==> src/rtl/pdu_pkg.sv <==
// Shared definitions for the PDU control sequencer: FSM encodings and default widths.
// No logic; imported by pdu_ctrl and hex_entry.
package pdu_pkg;

    typedef enum logic [1:0] {
        HALT    = 2'd0,
        CONT    = 2'd1,
        STEP    = 2'd2,
        WAIT_IN = 2'd3
    } state_t;

    localparam int DW_DEF = 32;
    localparam int AW_DEF = 8;
    localparam int DIGITS = DW_DEF / 4;

    function automatic int cnt_width(input int dw);
        return $clog2(dw / 4) + 1;
    endfunction

endpackage

==> src/rtl/pdu_ctrl_hex_entry.sv <==
// Hex-entry shift buffer: one-hot key decode, digit shift-in, delete, clear.
// One-cycle update latency; no backpressure, clr overrides any edit in the same cycle.
module hex_entry
    import pdu_pkg::*;
#(
    parameter int DW = DW_DEF,
    parameter int CW = cnt_width(DW)
) (
    input  logic          clk,
    input  logic          rstn,
    input  logic          en,
    input  logic [15:0]   hd_ps,
    input  logic          del_ps,
    input  logic          clr,
    output logic [DW-1:0] data_buf,
    output logic [CW-1:0] cnt
);

    localparam logic [CW-1:0] CNT_MAX = CW'(DW / 4);

    logic       one_hot;
    logic [3:0] code;

    always_comb begin
        one_hot = (hd_ps != 16'd0) && ((hd_ps & (hd_ps - 16'd1)) == 16'd0);
        code    = 4'd0;
        for (int i = 0; i < 16; i++) begin
            if (hd_ps[i]) code = 4'(i);
        end
    end

    always_ff @(posedge clk or negedge rstn) begin
        if (!rstn) begin
            data_buf <= '0;
            cnt      <= '0;
        end else if (clr) begin
            data_buf <= '0;
            cnt      <= '0;
        end else if (en) begin
            // Delete takes priority; a digit pressed alongside it is dropped.
            if (del_ps) begin
                if (cnt != '0) begin
                    data_buf <= data_buf >> 4;
                    cnt      <= cnt - CW'(1);
                end
            end else if (one_hot) begin
                data_buf <= {data_buf[DW-5:0], code};
                if (cnt != CNT_MAX) cnt <= cnt + CW'(1);
            end
        end
    end

endmodule

==> src/rtl/pdu_ctrl.sv <==
// PDU run/step sequencer with check-address counter and CPU input handshake.
// All outputs registered (one-cycle latency); in_vld holds until in_ack is seen.
module pdu_ctrl
    import pdu_pkg::*;
#(
    parameter int DW = DW_DEF,
    parameter int AW = AW_DEF
) (
    input  logic                     clk,
    input  logic                     rstn,
    input  logic                     step_ps,
    input  logic                     cont_ps,
    input  logic                     chk_ps,
    input  logic                     ent_ps,
    input  logic                     del_ps,
    input  logic [15:0]              hd_ps,
    input  logic                     brk,
    input  logic                     in_req,
    input  logic                     in_ack,
    output logic                     run,
    output logic [DW-1:0]            in_data,
    output logic                     in_vld,
    output logic [DW-1:0]            disp_buf,
    output logic [$clog2(DW/4):0]    digit_cnt,
    output logic [AW-1:0]            chk_addr,
    output logic [1:0]               state_o
);

    localparam int CW = $clog2(DW / 4) + 1;

    state_t state, state_nxt;
    logic   ret_cont, ret_nxt;
    logic   edit_en, ent_go, hand_load, hand_done, chk_inc, chk_load;

    always_comb begin
        state_nxt = state;
        ret_nxt   = ret_cont;
        edit_en   = 1'b0;
        ent_go    = 1'b0;
        hand_load = 1'b0;
        hand_done = 1'b0;
        chk_inc   = 1'b0;
        chk_load  = 1'b0;
        case (state)
            HALT: begin
                edit_en = 1'b1;
                if (cont_ps)      state_nxt = CONT;
                else if (step_ps) state_nxt = STEP;
                // A committed entry outranks a same-cycle chk advance on chk_addr.
                if (ent_ps && digit_cnt != '0) begin
                    chk_load = 1'b1;
                    ent_go   = 1'b1;
                end else if (chk_ps) begin
                    chk_inc = 1'b1;
                end
            end
            STEP: begin
                if (in_req) begin
                    state_nxt = WAIT_IN;
                    ret_nxt   = 1'b0;
                end else begin
                    state_nxt = HALT;
                end
            end
            CONT: begin
                if (cont_ps || brk) begin
                    state_nxt = HALT;
                end else if (in_req) begin
                    state_nxt = WAIT_IN;
                    ret_nxt   = 1'b1;
                end
            end
            WAIT_IN: begin
                edit_en = 1'b1;
                if (in_vld) begin
                    if (in_ack) begin
                        hand_done = 1'b1;
                        state_nxt = ret_cont ? CONT : HALT;
                    end
                end else if (ent_ps && digit_cnt != '0) begin
                    hand_load = 1'b1;
                    ent_go    = 1'b1;
                end
            end
            default: state_nxt = HALT;
        endcase
    end

    always_ff @(posedge clk or negedge rstn) begin
        if (!rstn) begin
            state    <= HALT;
            ret_cont <= 1'b0;
            run      <= 1'b0;
            in_vld   <= 1'b0;
            in_data  <= '0;
            chk_addr <= '0;
        end else begin
            state    <= state_nxt;
            ret_cont <= ret_nxt;
            run      <= (state_nxt == CONT) || (state_nxt == STEP);
            if (hand_load) begin
                in_data <= disp_buf;
                in_vld  <= 1'b1;
            end else if (hand_done) begin
                in_vld  <= 1'b0;
            end
            if (chk_load)     chk_addr <= disp_buf[AW-1:0];
            else if (chk_inc) chk_addr <= chk_addr + AW'(1);
        end
    end

    hex_entry #(.DW(DW), .CW(CW)) u_hex_entry (
        .clk      (clk),
        .rstn     (rstn),
        .en       (edit_en),
        .hd_ps    (hd_ps),
        .del_ps   (del_ps),
        .clr      (ent_go),
        .data_buf (disp_buf),
        .cnt      (digit_cnt)
    );

    assign state_o = state;

endmodule

==> config.mk <==
export PLATFORM = sky130hd
export DESIGN_NAME = pdu_ctrl
export DESIGN_NICKNAME = d
export VERILOG_FILES = /design/src/rtl/pdu_pkg.sv /design/src/rtl/pdu_ctrl_hex_entry.sv /design/src/rtl/pdu_ctrl.sv
export SDC_FILE = /design/constraint.sdc
export NUM_CORES = 1
export LEC_CHECK = 0
export ABC_AREA = 1
export CORE_MARGIN = 1
export CORE_UTILIZATION = 41
export CTS_BUF_LIST = sky130_fd_sc_hd__clkbuf_8
export DETAILED_ROUTE_END_ITERATION = 16
export PLACE_DENSITY = 0.7
export SLEW_MARGIN = 20
export SYNTH_ARGS = -nofsm -noshare
export SYNTH_HDL_FRONTEND = slang
export SYNTH_SLANG_ARGS = --single-unit
export TNS_END_PERCENT = 5
==> constraint.sdc <==
create_clock -name clk -period 6.1 [get_ports clk]
set_input_delay 0.61 -clock clk [delete_from_list [all_inputs] [get_ports clk]]
set_output_delay 0.61 -clock clk [all_outputs]
set_load 0.02 [all_outputs]
---- Word level (Yosys, flattened, before mapping) ----
Index checks and enable logic that the tools add are counted.
operators by class
  add/sub/neg operators ................... 4
  equality and inequality tests ........... 10
  multiplexer cells ....................... 55
  bitwise logic cells ..................... 1
  reduce and logical (&&, ||, !) cells .... 18
operators by type and width
  cell                                                                      count
  32-bit two-way mux                                                        5
  4-bit two-way mux                                                         20
  1-bit two-way mux                                                         18
  16-bit bitwise AND                                                        1
  16-bit zero test                                                          1
  8-bit two-way mux                                                         2
  16-bit nonzero test                                                       1
  16-bit by 1-bit subtractor with 16-bit output (second input constant)     1
  2-bit two-way mux                                                         7
  8-bit by 1-bit adder with 8-bit output (second input constant)            1
  2-bit one-hot mux with 4 select lines                                     1
  4-bit AND reduction                                                       2
  2-bit nonzero test                                                        4
  2-bit equality test (second input constant)                               3
  2-bit inequality test (second input constant)                             3
  3-bit nonzero test                                                        2
  4-bit by 1-bit adder with 4-bit output (second input constant)            1
  2-bit by 1-bit equality test with 1-bit output (second input constant)    2
  4-bit inequality test (second input constant)                             1
  1-bit one-hot mux with 2 select lines                                     2
  4-bit nonzero test                                                        1
  4-bit by 1-bit subtractor with 4-bit output (second input constant)       1
  3-bit by 1-bit inequality test with 1-bit output (second input constant)  1
  3-bit AND reduction                                                       1
  other kinds (4)                                                           6
storage, ports and cells
  flip-flop bits (word level) ............. 81
  input bits .............................. 26
  output and inout port bits .............. 80
  logic and storage cells ................. 96

---- Longest topological paths before layout ----
  word-level depth ........................ 19
  depth in mapped cells ................... 17
  gate-level depth less buffers ........... 17

---- Modules after synthesis ----
From an unflattened synthesis, not the netlist that was laid out.
unflattened totals
  cells, all modules ...................... 531
  area total of the unflattened synthesis .. 4290.4 µm²
by module, submodules not included
  module     instances  cells an instance  area an instance (µm²)  seq. area each (µm²)
  hex_entry  1          274                2182.1                  900.9
  pdu_ctrl   1          257                2108.3                  1126.1

---- Worst setup path after synthesis ----
OpenSTA, ideal clock, no wires.
  path kind ............................... input -> register
  from .................................... input hd_ps[1]
  to ...................................... register u_hex_entry.data_buf[17]
  setup time .............................. 0.074 ns
  data arrival time ....................... 2.045 ns
  data required time ...................... 6.026 ns
  slack ................................... 3.981 ns
  stages on the path ...................... 15
  path buffers ............................ 2
  cell sequence ........................... nor2_1 > nand2_1 > nor2_1 > nand2_1 > o21ai_0 > nand3_1 > nor2_1 > nand2_1 > nand2_1 > nand2_2 > clkinv_2 > buf_6 > buf_12 > nand2_2 > o21ai_2
on the way
  cells in the longest elaborated chain, start to end .. 6
  elaborated cells between the ends (all ways) .. 7
  classes of those cells .................. add/sub (1); bitwise (1); reduce/logical (5)
RTL lines
  item                                           line                      source
  start: declaration                             pdu_ctrl.sv:16            input logic [15:0] hd_ps,
  16-bit by 1-bit subtractor with 16-bit output  pdu_ctrl_hex_entry.sv:25  one_hot = (hd_ps != 16'd0) && ((hd_ps & (hd_ps - 16'd1)) == 16'd0);
  16-bit bitwise AND                             pdu_ctrl_hex_entry.sv:25
  16-bit zero test                               pdu_ctrl_hex_entry.sv:25
  1-bit logical AND (*)                          pdu_ctrl_hex_entry.sv:25
  3-bit nonzero test (no source line) (*)        n/a
  3-bit AND reduction (no source line) (*)       n/a
  end signal: assignment                         pdu_ctrl_hex_entry.sv:43  data_buf <= data_buf >> 4;
  end signal: assignment                         pdu_ctrl_hex_entry.sv:47  data_buf <= {data_buf[DW-5:0], code};
  end: declaration                               pdu_ctrl_hex_entry.sv:15  output logic [DW-1:0] data_buf,
Mark *: on every way between the ends. The rest lies on a longest branch, timed or not.
A chain may end at the register's enable or synchronous reset.

---- Final worst setup path ----
  from .................................... register u_hex_entry.cnt[0]
  to ...................................... register u_hex_entry.data_buf[6]
on the way
  cells in the longest elaborated chain, start to end .. 7
  elaborated cells between the ends (all ways) .. 10
  classes of those cells .................. eq/ne (1); mux (4); reduce/logical (5)
RTL lines
  item                                                                                       line                                                      source
  start: declaration                                                                         pdu_ctrl_hex_entry.sv:16                                  output logic [CW-1:0] cnt
  start signal: assignment                                                                   pdu_ctrl_hex_entry.sv:44                                  cnt <= cnt - CW'(1);
  start signal: assignment                                                                   pdu_ctrl_hex_entry.sv:48                                  if (cnt != CNT_MAX) cnt <= cnt + CW'(1);
  4-bit nonzero test (*)                                                                     pdu_ctrl_hex_entry.sv:42, pdu_ctrl.sv:50, pdu_ctrl.sv:80
  1-bit logical AND                                                                          pdu_ctrl.sv:50, pdu_ctrl.sv:80
  1-bit two-way mux                                                                          pdu_ctrl.sv:50, pdu_ctrl.sv:80
  1-bit two-way mux                                                                          pdu_ctrl.sv:75                                            if (in_vld) begin
  1-bit one-hot mux with 2 select lines                                                      pdu_ctrl.sv:44                                            case (state)
  3-bit by 1-bit inequality test with 1-bit output (no source line) (tied with other cells)  n/a
  3-bit AND reduction (no source line)                                                       n/a
Marked as above.

==> reports/summary.md <==
- CTS Root Buffer Type: clkbuf_8
- most used standard cell by instance count after synthesis: nand2_1
- synth top area cells: dfrtp_1 50%, nand2_1 10%, o21ai_0 8.0%, inv_1 5.7%, o22ai_1 3.8%
- status: complete, no violations
- total nets after synthesis: 518
- class of the tightest hold or removal check: input pin to asynchronous set/reset pin
- average vias per placed instance: 4.99
- total negative slack: 0 ns
- total number of placement rows: 36
- max-slew violations: 0
- number of detailed-route iterations in the first pass: 5
- Crit Path Category: flip-flop to flip-flop
- worst slew margin relative to its limit: 48.3%
- CTS Buf Count: 9
- maxcap violations: 0
- number of setup violations in the final report: 0
- proportion of layout cells with a drive suffix above 1: 8.35%
- relative area change from synthesis to final layout: 34.3%
- distinct cell type count after synthesis: 37
- worst-case vdd ir drop: 0.260 mV
- largest net degree at the start of global routing: 82
- synthesized instance count: 483
- CTS tree: yes
- post-route clock skew: 0.00849 ns
- total routing resource utilization after global routing: 20.3%
- num ports: 106
- antenna viol nets, final: 0
- number of nets in the finished design: 619
- Critical Path Sink Type: flip-flop
- RSZ-0062 raised after global routing: false
- start point of the critical path: u_hex_entry.cnt[0]$_DFFE_PN0P_
- leakage power of the design: 2.42 nW
- Synth Cell Area: 0.00408 mm2
- antenna cell count: 0
- Initial Utilization: 42.0%
- core area: 0.00973 mm2
- time the worst path needs with I/O delays and setup: 3.42 ns
- clock latency on the worst-skew pair: 0.35 ns
- CP Data Arrival Time: 3.66 ns
- crit share post-route: 56.0%
- total detailed-routing wirelength: 9.95 mm
- H-tree depth: 3
- clock transition time at the flip-flop clock pins of the worst setup and hold paths: 0.08 ns
- asr flop ratio synth: 100%
- Avg Synthesized Cell Area: 8.46 um2
- register bit count reported by yosys: 81
- initial antenna violation count: 0
- vias after detailed routing: 3596
- post-CTS resize count: 0
- final-report hold violation count: 0
- detailed-placement wirelength estimate: 7.28 mm
- FF-to-FF setup slack: 2.68 ns
- buffers from clock root to sink, at most: 2
- most numerous cell types in the synthesized netlist: 111 x nand2_1, 81 x dfrtp_1, 65 x o21ai_0
- sequential fraction of the synthesis area: 49.6%
- hold buffer count at cts: 0
- critical path's slowest cell: clkinv_2
- startpoint of the most critical register-to-register path: u_hex_entry.cnt[0]$_DFFE_PN0P_
- cell area power density: 534 mW/mm2
- maximum fanout along the worst path: 66
- leading register cell type out of synthesis: dfrtp_1
- drc violations: 0
- cell taking the most area after synthesis: dfrtp_1
- buffers added on ports: 105
- worst path cell trace: nor2_1 -> a21boi_4 -> nand3b_2 -> buf_4 -> a21o_4 -> nand2_4 -> inv_2 -> nand2_1 -> nand2_2 -> clkinv_2 -> o21ai_0
- maximum clock rate: 0.293 GHz
- RePlAce Congestion: 0.876
- total of warnings raised by yosys: 0
- per-cell routed wire length: 13.8 um
- vias in the first global route: 3388
- remaining global-route overflow: 0
- actual slew at the worst max-slew pin: 0.775 ns
- die area: 0.0104 mm2
- type of element launching the critical path: flip-flop
- endpoint required time on the critical path: 6.34 ns
- Post-Route Utilization: 56.4%
- maximum cell stage delay along the critical path: 0.62 ns
- Die Y: 102 um
- number of enable flip-flop cells after synthesis: 0
- area share of the largest cell type after synthesis: 49.6%
- horizontal extent of the die: 102 um
- iteration-0 DRC count of the detailed router: 179
- number of sinks on the clock net: 81
- first-pass GRT wire length: 16.2 mm
- Post-CTS Setup Repair Bufs: 0
[worst max-delay path, delay by kind of cell (launching register included)]
family	cells	cell delay, ns
AOI/OAI and AO/OA	3	0.81
buffers and inverters	3	1.23
DFF	1	0.46
and+or+nand+nor	5	0.78
[final timing paths]
check,endpoint,depth (start not counted)
hold reg to reg,in_data[20]$_DFFE_PN0P_,2
hold / removal,in_data[25]$_DFFE_PN0P_,1
setup reg to reg,u_hex_entry.data_buf[6]$_DFFE_PN0P_,11
setup / recovery,u_hex_entry.data_buf[6]$_DFFE_PN0P_,11
min in group clk,in_data[20]$_DFFE_PN0P_,2
max in group asynchronous,u_hex_entry.cnt[3]$_DFFE_PN0P_,2
[layout make-up]
class,instances,area [um2]
Clock inverter,5,129
Fill cell,907,4240
Inverter,64,241
Timing Repair Buffer,107,1080
Sequential cell,81,2030
Clock buffer,9,124
Tap cell,133,166
Multi-Input combinational cell,321,1720
[routing by layer]
layer / part of all wire, % / GRT usage, %
met1: 47 / 27.2
met2: 47 / 33.4
met3: 4.5 / 3.38
met4: 1.5 / 7.13
met5: 0 / 0
[per-stage QoR]
step	hold WS [ns]	total power [mW]	area [um2]	cells	setup WS, ns
6_report	0.217	2.93	5490	720	2.68
5_1_grt	0.244	3.13	5490	720	2.30
4_1_cts	0.457	2.94	5470	719	2.67
3_5_place_dp	0.473	2.43	5210	705	2.36
3_3_place_gp	0.466	2.40	5210	705	2.52
2_1_floorplan	0.314	1.83	4080	483	3.98
[flip-flops by register name, indices dropped and copies added, names as in the netlist]
signal                flops
in_data                  32
ret_cont                  1
chk_addr                  8
in_vld                    1
state_o                   2
u_hex_entry.cnt           4
run                       1
u_hex_entry.data_buf     32
[where the power goes]
group,internal (mW),switching (mW),total (mW)
logic,0.617,0.874,1.49
clock network,0.310,0.195,0.505
registers,0.756,0.176,0.931
[logic make-up after synthesis]
kind of cell	count (synthesis)	synth area share [%]
xor gates and xnor gates	8	1.72
buffers and inverters	81	8.18
adders and majority gates	9	2.94
AOI/OAI and AO/OA	126	18.8
DFF	81	49.6
and+or+nand+nor	178	18.8
[layout by cell type (no fill, tap or decap), types with 3 or more instances in the layout]
cell / Yosys / layout
clkdlybuf4s50_1: 0 / 104
o211ai_1: 4 / 4
nor2_1: 28 / 28
a21oi_1: 10 / 10
nand3_1: 15 / 15
o21ai_0: 65 / 65
bufinv_16: 0 / 4
inv_1: 62 / 62
o21ai_2: 10 / 10
o221ai_1: 5 / 5
nand2_1: 111 / 111
dfrtp_1: 81 / 81
o22ai_1: 25 / 25
clkbuf_8: 0 / 9
nand2_4: 3 / 3
xnor2_1: 3 / 3
ha_1: 8 / 8
xor2_1: 5 / 5
nand2_2: 11 / 11
No activity file was read; power rests on OpenSTA's default activity.
